**config.mk**
```make
export PLATFORM = sky130hd
export DESIGN_NAME = ext_irq_ctrl
export DESIGN_NICKNAME = d
export VERILOG_FILES = /design/src/rtl/ext_irq_ctrl.sv
export SDC_FILE = /design/constraint.sdc
export NUM_CORES = 1
export LEC_CHECK = 0
export ABC_AREA = 1
export CAP_MARGIN = 20
export CORE_ASPECT_RATIO = 1.5
export CORE_MARGIN = 2
export CORE_UTILIZATION = 50
export CTS_CLUSTER_SIZE = 28
export DETAILED_ROUTE_END_ITERATION = 8
export GPL_TIMING_DRIVEN = 1
export PLACE_DENSITY = 0.78
export SLEW_MARGIN = 20
export SYNTH_ARGS = -nofsm -noshare
export SYNTH_HDL_FRONTEND = slang
export SYNTH_SLANG_ARGS = --single-unit
```
**constraint.sdc**
```tcl
create_clock -name Clk -period 3.5 [get_ports Clk]
set_clock_uncertainty 0.05 [all_clocks]
set_input_delay 0.525 -clock Clk [delete_from_list [all_inputs] [get_ports Clk]]
set_output_delay 0.525 -clock Clk [all_outputs]
set_load 0.01 [all_outputs]
```
**src/rtl/ext_irq_ctrl.sv**
```systemverilog
// ext_irq_ctrl: synchronizes external interrupt lines, latches pending bits and presents the lowest pending line to the core
//   Clk, Rst             clock, synchronous active-high reset
//   i_ext                asynchronous external interrupt lines
//   cfg_we/addr/wdata    config write port: 0 ENABLE, 1 MODE (1=edge), 2 POL (1=rising/high), 3 PENDING (write-1-to-clear)
//   cfg_rdata            combinational read of the register at cfg_addr
//   irq_req, irq_id      registered request and line index to the core
//   irq_ack, irq_done    core accept and end-of-handler pulses
module ext_irq_ctrl #(
  parameter int N_IRQ = 31,
  parameter int ID_W  = 5
) (
  input  logic             Clk,
  input  logic             Rst,
  input  logic [N_IRQ-1:0] i_ext,
  input  logic             cfg_we,
  input  logic [1:0]       cfg_addr,
  input  logic [31:0]      cfg_wdata,
  output logic [31:0]      cfg_rdata,
  output logic             irq_req,
  output logic [ID_W-1:0]  irq_id,
  input  logic             irq_ack,
  input  logic             irq_done
);
  localparam logic [1:0] S_IDLE = 2'd0, S_REQ = 2'd1, S_SVC = 2'd2;
  logic [N_IRQ-1:0] s1, s2, s3, en, mode, pol, pend, pend_nx, det, act, w1c, ack_clr, cand;
  logic [1:0] state;
  logic [ID_W-1:0] win;
  logic unused_wdata;
  assign unused_wdata = ^cfg_wdata[31:N_IRQ];
  assign irq_req = state == S_REQ;
  always_comb begin
    det = (pol & s2 & ~s3) | (~pol & ~s2 & s3);
    act = ~(s2 ^ pol);
    w1c = (cfg_we && cfg_addr == 2'd3) ? cfg_wdata[N_IRQ-1:0] : '0;
    // only the acked line is cleared, and only if it is an edge line
    ack_clr = (irq_req && irq_ack && mode[irq_id]) ? N_IRQ'(1) << irq_id : '0;
    // edge lines: sticky, new detect beats any clear in the same cycle; level lines: follow the input
    pend_nx = (mode & ((pend & ~w1c & ~ack_clr) | (det & en))) | (~mode & act & en);
    cand = pend & en;
    win = '0;
    for (int i = N_IRQ - 1; i >= 0; i--) win = cand[i] ? ID_W'(i) : win;
    cfg_rdata = cfg_addr == 2'd0 ? 32'(en) :
                cfg_addr == 2'd1 ? 32'(mode) :
                cfg_addr == 2'd2 ? 32'(pol) : 32'(pend);
  end
  always_ff @(posedge Clk) begin
    if (Rst) begin
      s1 <= '0;
      s2 <= '0;
      s3 <= '0;
      en <= '0;
      mode <= '0;
      pol <= '0;
      pend <= '0;
      state <= S_IDLE;
      irq_id <= '0;
    end else begin
      s1 <= i_ext;
      s2 <= s1;
      s3 <= s2;
      if (cfg_we && cfg_addr == 2'd0) en <= cfg_wdata[N_IRQ-1:0];
      if (cfg_we && cfg_addr == 2'd1) mode <= cfg_wdata[N_IRQ-1:0];
      if (cfg_we && cfg_addr == 2'd2) pol <= cfg_wdata[N_IRQ-1:0];
      pend <= pend_nx;
      state <= state == S_IDLE ? (|cand ? S_REQ : S_IDLE) :
               state == S_REQ  ? (irq_ack ? S_SVC : S_REQ) :
                                 (irq_done ? S_IDLE : S_SVC);
      if (state == S_IDLE && |cand) irq_id <= win;
    end
  end
endmodule

```
# Yosys cells after proc, flatten, opt, wreduce, memory -nomap -nowiden
# Cells that the tools add are included.
[word_totals] register_bits=224 in_bits=70 output_inout_bits=38 wordCells=90
[op_classes] n_lt_le_gt_ge=1 eq_ne=4 shift=1 mux=43 n_bitwise=22 reduce_logical=10
[op_table] operator="31-bit AND" n=11
[op_table] operator="31-bit NOT" n=7
[op_table] operator="31-bit 2-to-1 mux" n=5
[op_table] operator="5-bit 2-to-1 mux" n=31
[op_table] operator="31-bit OR" n=3
[op_table] operator="31-bit OR reduction" n=1
[op_table] operator="1-bit by 5-bit << shifter with 31-bit output, first input constant" n=1
[op_table] operator="31-bit bitwise XOR" n=1
[op_table] operator="2-bit 2-to-1 mux" n=4
[op_table] operator="1-bit logical AND" n=7
[op_table] operator="5-bit by 6-bit < comparator with 1-bit output, second input constant" n=1
[op_table] operator="1-bit binary-select mux with 5-bit select" n=1
[op_table] operator="2-bit by 1-bit == test with 1-bit output, second input constant" n=2
[op_table] operator="2-bit == test, second input constant" n=2
[op_table] operator="2-bit zero test" n=2
[op_table] operator="1-bit 2-to-1 mux" n=2

# Longest topological paths before layout
# Gate-level depths: netlist of the first run.
[depth] ltp_word=32 depth_mapped=32 depth_no_buf=32

# Worst setup path after synthesis of the first run
# OpenSTA, ideal clock, no wires.
[synth_timing] kind="input to output" start="input port cfg_addr[0]" end="output port cfg_rdata[20]" arrival_time_ps=1653 required_ps=2925 slack_ps=1272 cell_stages=8 n_path_buf=2 cell_sequence="inv_1 > nor2_1 > inv_1 > nand2_1 > clkbuf_1 > clkbuf_1 > o221ai_1 > o21ai_0"
[synth_via] elab_chain_len=4 elab_cells_between_ends=6 classes_between="eq/ne: 2; mux: 3; reduce/logical: 1"
[synth_rtl] element="start, declared" line_no="16" source="input logic [1:0] cfg_addr,"
[synth_rtl] element="2-bit == test" line_no="44" source="cfg_addr == 2'd2 ? 32'(pol) : 32'(pend);"
[synth_rtl] element="31-bit 2-to-1 mux" line_no="44"
[synth_rtl] element="31-bit 2-to-1 mux" line_no="43" source="cfg_addr == 2'd1 ? 32'(mode) :"
[synth_rtl] element="31-bit 2-to-1 mux (*)" line_no="42" source="cfg_rdata = cfg_addr == 2'd0 ? 32'(en) :"
[synth_rtl] element="end, declared" line_no="18" source="output logic [31:0] cfg_rdata,"
# Mark *: on every way between the ends. The rest lies on a longest branch, timed or not.

# Worst setup path in the final report of the first run
[layout_timing] start="input port cfg_addr[1]" end="output port cfg_rdata[20]"
# Same word-level chain as after synthesis.

==> results.py, run 1 <==
metrics = {
    "floorplan": {
        "row_count": 64,
        "die_area_um2": 22100,
        "fp.coreArea_um2": 20400,
        "initial_core_util_pct": 51.1,
        "io_pins": 108,
        "chipWidth_um": 122,
        "die_h_um": 181,
    },
    "min_path": {
        "min-delay-path-class": "in -> reg",
        "hold_path_depth": 2,
        "hold_start": "Rst",
        "holdPathEnd": "s1[29]",
    },
    "final_layout": {
        "area.sequential_um2": 4480,
        "drive_above_1_share_pct": 5.77,
        "fillers": 1791,
        "stdcell_area_um2": 12600,
        "nNetsFinal": 1609,
        "multi_input_area_um2": 4750,
        "synthToLayoutAreaGrowth_pct": 20.3,
    },
    "timing": {
        "report.final.slew_viol_count": 0,
        "tns_ns": 0,
        "fmax_mhz": 301,
        "rsz0062_at_grt": "no",
        "tightest_slew_ns": 0.843,
        "finalSetupViolCount": 0,
        "fin_crit_ns": 3.33,
        "relSlewSlack_pct": 43.8,
        "min_period_over_period_pct": 95.1,
        "finalHoldViolCount": 0,
        "holdWs_ns": 0.328,
    },
    "route": {
        "drt_iter0_drc": 885,
        "final_antenna_net_count": 0,
        "drt-total-wl_um": 30200,
        "wire_per_inst_um": 17.2,
        "drt-pass1-iter-count": 6,
        "drt-vias-per-instance": 5.62,
        "vias": 9868,
        "drc": 0,
    },
    "pwr": {
        "power_density_nw_per_um2": 487,
        "p_leak_nw": 5.34,
        "ir_drop_mv": 0.396,
    },
    "logic_synthesis": {
        "synth_edf_count": 0,
        "yosys.area.top_type": "dfxtp_1",
        "synth-seq-area-share_pct": 43.0,
        "syn_avg_cell_area_um2": 7.53,
        "synth_area_leaders": "dfxtp_1, o21ai_0, inv_1",
        "yosysTopAreaCellShare_pct": 43.0,
        "yosys_register_bits": 224,
        "yosysWarnings": 0,
        "ys_types": 39,
        "synth_flop_cell": "dfxtp_1",
        "synth.most_common_cell": "inv_1",
        "syn_inst": 1386,
        "async_flop_share_pct": 0,
        "synth_commonest_cells": "inv_1, o21ai_0, dfxtp_1",
        "syn_area_um2": 10400,
        "synth_nets": 1518,
    },
    "critical_path": {
        "path_max_fanout": 8,
        "critical_path.slowest_cell": "clkdlybuf4s50_1",
        "arrival_ns": 2.75,
        "r2r_slack_ns": 0.85,
        "critical_path_buf_inv_count": 5,
        "rr_endpoint": "pend[30]",
        "path_depth": 9,
        "crit_type": "in -> out",
        "critPathTopFamily": "buffers and inverters",
        "crit_path_start_kind": "primary input",
        "cp_data_required_time_ns": 2.92,
        "slowest_delay_ns": 0.70,
        "reg2regPathDepth": 14,
        "critPathCaptureType": "output pin",
        "regToRegStartpoint": "irq_id[1]",
        "critical_path.cell_chain": "clkdlybuf4s50_1 -> inv_1 -> nor2_1 -> inv_1 -> nand2_1 -> buf_4 -> o221ai_1 -> o21ai_0 -> clkdlybuf4s50_1",
    },
    "clock_network": {
        "cts_hold_buf": 0,
        "root_buffer": "clkbuf_16",
        "insertion_delay_ns": 0.51,
        "cts.sinks": 224,
        "cts_tree": "built",
        "ctsResizeCount": 0,
        "cts_made_buffers": 22,
        "cts_setup_buffers": 0,
        "htreeDepth": 1,
        "clock_path_buffers": 3,
        "clk_pin_slew_worst_paths_ns": 0.06,
    },
    "place": {
        "routabilityCongestion": 0.970,
        "place_hpwl_um": 21000,
        "placed_cell_area_um2": 11800,
        "io_buffers": 105,
    },
    "run_status": {
        "outcome": "finished clean",
    },
    "grt": {
        "grt_usage_pct": 27.2,
        "grt-ovfl-total": 0,
        "grt_pass1_wl_um": 48000,
        "first_global_vias": 9494,
        "grt_max_degree": 76,
        "grt_antenna_before_repair": 1,
    },
    "job": {
        "drv_cap": 0,
    },
}
-- logic make-up after synthesis --
family                   count (synthesis)  synth area share (%)
flip-flops                             224                  43.0
buffers and inverters                  317                  11.5
other                                    1                0.0359
adder cells (fa/ha/maj)                 62                  7.43
AND/OR/NAND/NOR                        304                  11.5
AO/OA/AOI/OAI                          478                  26.5
-- where the power goes --
part | internal (mW) | total, mW | switching, mW
clock | 1.42 | 2.41 | 0.995
sequential | 2.68 | 2.79 | 0.107
combinational | 0.354 | 0.906 | 0.552
-- worst max-delay path by stage --
stage	startpoint	end	slack, ns
2_1_floorplan	cfg_addr[0]	cfg_rdata[20]	1.27
3_3_place_gp	cfg_addr[1]	cfg_rdata[5]	0.22
3_5_place_dp	cfg_addr[1]	cfg_rdata[11]	0.20
4_1_cts	cfg_addr[1]	cfg_rdata[11]	0.17
5_1_grt	cfg_addr[1]	cfg_rdata[30]	0.09
6_report	cfg_addr[1]	cfg_rdata[20]	0.17
-- registers in the layout (all words and copies together), names as in the netlist --
name    cells
en         31
pol        31
mode       31
state       2
s2         31
irq_id      5
pend       31
s1         31
s3         31
-- routing by layer --
metal	up-vias	share of wire (%)	global-route usage, %
li1	4779	-	-
met1	4558	37	31.6
met2	418	49	46.4
met3	113	7.6	4.51
met4	0	5.9	15.7
met5	-	0	0
-- through the flow --
stage                     utilization (%)  power (mW)  setup WS, ns  instances
after global placement               57.9        3.71         0.216       1717
final                                61.5        6.11         0.172       1757
after floorplan                         -        3.31          1.27       1386
after global routing                 61.5        6.34        0.0926       1756
after detailed placement             57.9        3.73         0.203       1717
after CTS                            61.5        6.12         0.172       1755
-- final cells by class --
type / count / area share, %
diodes: 2 / 0.0399
clock buffers: 34 / 5.47
clock inverters: 4 / 0.379
inverters: 248 / 7.42
multi-input cells: 845 / 37.8
flip-flops and latches: 224 / 35.7
well taps: 264 / 2.63
repair buffers: 136 / 10.5
-- placed cells by master, fill, tap and decap left out, types with 5 or more instances in the layout --
master and count:
inv_1 241, o21ai_0 230, dfxtp_1 224, nand2_1 151
a21oi_1 134, nor2_1 125, clkdlybuf4s50_1 104, ha_1 62
a31oi_1 32, o221ai_1 29, buf_4 29, clkbuf_16 23
nand3_1 18, o311ai_0 17, clkbuf_8 7, o211ai_1 6
o311ai_2 5, inv_2 5, o22ai_1 5
No activity file was read; power rests on OpenSTA's default activity.
==> run 2, diff against run 1 <==
Settings changed: CORE_UTILIZATION 50 to 61, PLACE_DENSITY 0.78 to 0.91, SLEW_MARGIN 20 to 5.
==> run 2 against run 1 <==
Effect of this change:
- clock power decreased by 2%
- power decreased by 0.60%
- register-to-register slack got worse by 0.11 ns
- largest cell class unchanged
- cell count decreased by 3.5%
- first-iteration DRC count increased by 31%
==> results.py, run 2 (synthesis results as in run 1) <==
metrics = {
    "min_path": {
        "min-delay-path-class": "reg -> reg",
        "hold_path_depth": 2,
    },
    "route": {
        "drt_iter0_drc": 1160,
        "drt-pass1-iter-count": 6,
        "drc": 0,
        "final_antenna_net_count": 0,
        "vias": 10300,
        "drt-total-wl_um": 30400,
        "drt-vias-per-instance": 6.05,
        "wire_per_inst_um": 17.9,
    },
    "critical_path": {
        "critical_path.slowest_cell": "clkdlybuf4s50_1",
        "reg2regPathDepth": 14,
        "cp_data_required_time_ns": 2.92,
        "critical_path.cell_chain": "clkdlybuf4s50_1 -> inv_1 -> nor2_1 -> inv_1 -> buf_4 -> o221ai_1 -> o21ai_0 -> clkdlybuf4s50_1",
        "critical_path_buf_inv_count": 5,
        "crit_path_start_kind": "primary input",
        "arrival_ns": 2.70,
        "slowest_delay_ns": 0.61,
        "critPathTopFamily": "buffers and inverters",
        "path_max_fanout": 29,
        "crit_type": "in -> out",
        "path_depth": 8,
        "critPathCaptureType": "output pin",
    },
    "job": {
        "drv_cap": 0,
    },
    "floorplan": {
        "io_pins": 108,
        "initial_core_util_pct": 62.2,
        "die_h_um": 164,
        "chipWidth_um": 111,
        "row_count": 58,
        "fp.coreArea_um2": 16800,
        "die_area_um2": 18200,
    },
    "clock_network": {
        "clock_path_buffers": 3,
        "cts_setup_buffers": 0,
        "cts_tree": "built",
        "cts_hold_buf": 0,
        "root_buffer": "clkbuf_16",
        "cts_made_buffers": 22,
        "htreeDepth": 1,
        "insertion_delay_ns": 0.51,
        "clk_pin_slew_worst_paths_ns": 0.06,
        "cts.sinks": 224,
        "ctsResizeCount": 0,
    },
    "timing": {
        "fmax_mhz": 305,
        "report.final.slew_viol_count": 0,
        "rsz0062_at_grt": "no",
        "relSlewSlack_pct": 45.9,
        "min_period_over_period_pct": 93.6,
        "finalHoldViolCount": 0,
        "tns_ns": 0,
        "fin_crit_ns": 3.28,
        "tightest_slew_ns": 0.811,
        "finalSetupViolCount": 0,
    },
    "place": {
        "place_hpwl_um": 20600,
        "routabilityCongestion": 0.973,
        "io_buffers": 105,
    },
    "grt": {
        "grt_usage_pct": 32.5,
        "grt-ovfl-total": 0,
        "grt_antenna_before_repair": 0,
        "first_global_vias": 9971,
        "grt_pass1_wl_um": 48000,
        "grt_max_degree": 66,
    },
    "final_layout": {
        "final_common_cell": "inv_1",
        "mostFrequentLayoutCells": "inv_1, o21ai_0, dfxtp_1",
        "synthToLayoutAreaGrowth_pct": 19.1,
        "finish.utilization_pct": 74.1,
        "nNetsFinal": 1605,
        "diodes": 0,
        "drive_above_1_share_pct": 5.32,
    },
    "pwr": {
        "switching_share_pct": 27.2,
        "power_density_nw_per_um2": 489,
        "internal_power_mw": 4.42,
        "p_sw_mw": 1.65,
        "pwr-share-comb_pct": 15.2,
        "pwr-share-clk_pct": 39.0,
        "p_leak_nw": 5.31,
        "ir_drop_mv": 0.435,
        "pwr-share-seq_pct": 45.8,
    },
    "run_status": {
        "outcome": "finished clean",
    },
}
## run 2: power groups by stage
| stage | Sequential, mW | Combinational (mW) | Clock (mW) |
|---|---|---|---|
| 2_1_floorplan | 2.81 | 0.501 | 0 |
| 3_3_place_gp | 2.82 | 0.863 | 0 |
| 3_5_place_dp | 2.83 | 0.887 | 0 |
| 4_1_cts | 2.78 | 0.902 | 2.38 |
| 5_1_grt | 2.79 | 1.00 | 2.48 |
| 6_report | 2.78 | 0.925 | 2.37 |
## run 2: metal layers
layer / wire length (µm) / track usage, % / vias up
li1: - / - / 4763
met5: 0 / 0 / -
met3: 3010 / 6.53 / 174
met4: 2160 / 23.1 / 0
met1: 10500 / 34.8 / 4710
met2: 14700 / 57.3 / 615
## run 2: area by class of cell
cell class              instances  area [µm²]
well taps                     210         263
clock buffers                  31         626
fillers                      1229        4340
flip-flops and latches        224        4480
multi-input cells             845        4750
inverters                     248         931
repair buffers                132        1290
clock inverters                 6        82.6
## run 2: path summary, 6_finish.rpt
| check | startpoint | end | slack [ns] |
|---|---|---|---|
| worst min register to register | s1[14] | s2[14] | 0.35 |
| worst min-delay path | s1[14] | s2[14] | 0.35 |
| worst max-delay path | cfg_addr[1] | cfg_rdata[18] | 0.22 |
| worst max register to register | irq_id[1] | pend[16] | 0.74 |
## run 2: metrics by stage
step	total power [mW]	std cells	worst slack (ns)	hold WS, ns	area [µm²]
global route	6.27	1696	0.148	0.363	12400
global placement	3.69	1659	0.330	0.339	11700
floorplan	3.31	1386	1.27	0.338	10400
CTS	6.06	1696	0.286	0.351	12400
detailed placement	3.72	1659	0.296	0.343	11700
finish	6.07	1696	0.224	0.351	12400
## run 2: worst reg2reg max path: stages, from the launching register on
cell	delay [ns]
dfxtp_1	0.50
inv_2	0.10
nor2_4	0.20
inv_2	0.12
o22ai_1	0.13
a21oi_1	0.06
o211ai_1	0.14
o311ai_1	0.16
nand3_2	0.14
nand3_4	0.10
inv_2	0.07
o31ai_2	0.07
buf_4	0.20
o311ai_0	0.41
a31oi_1	0.15
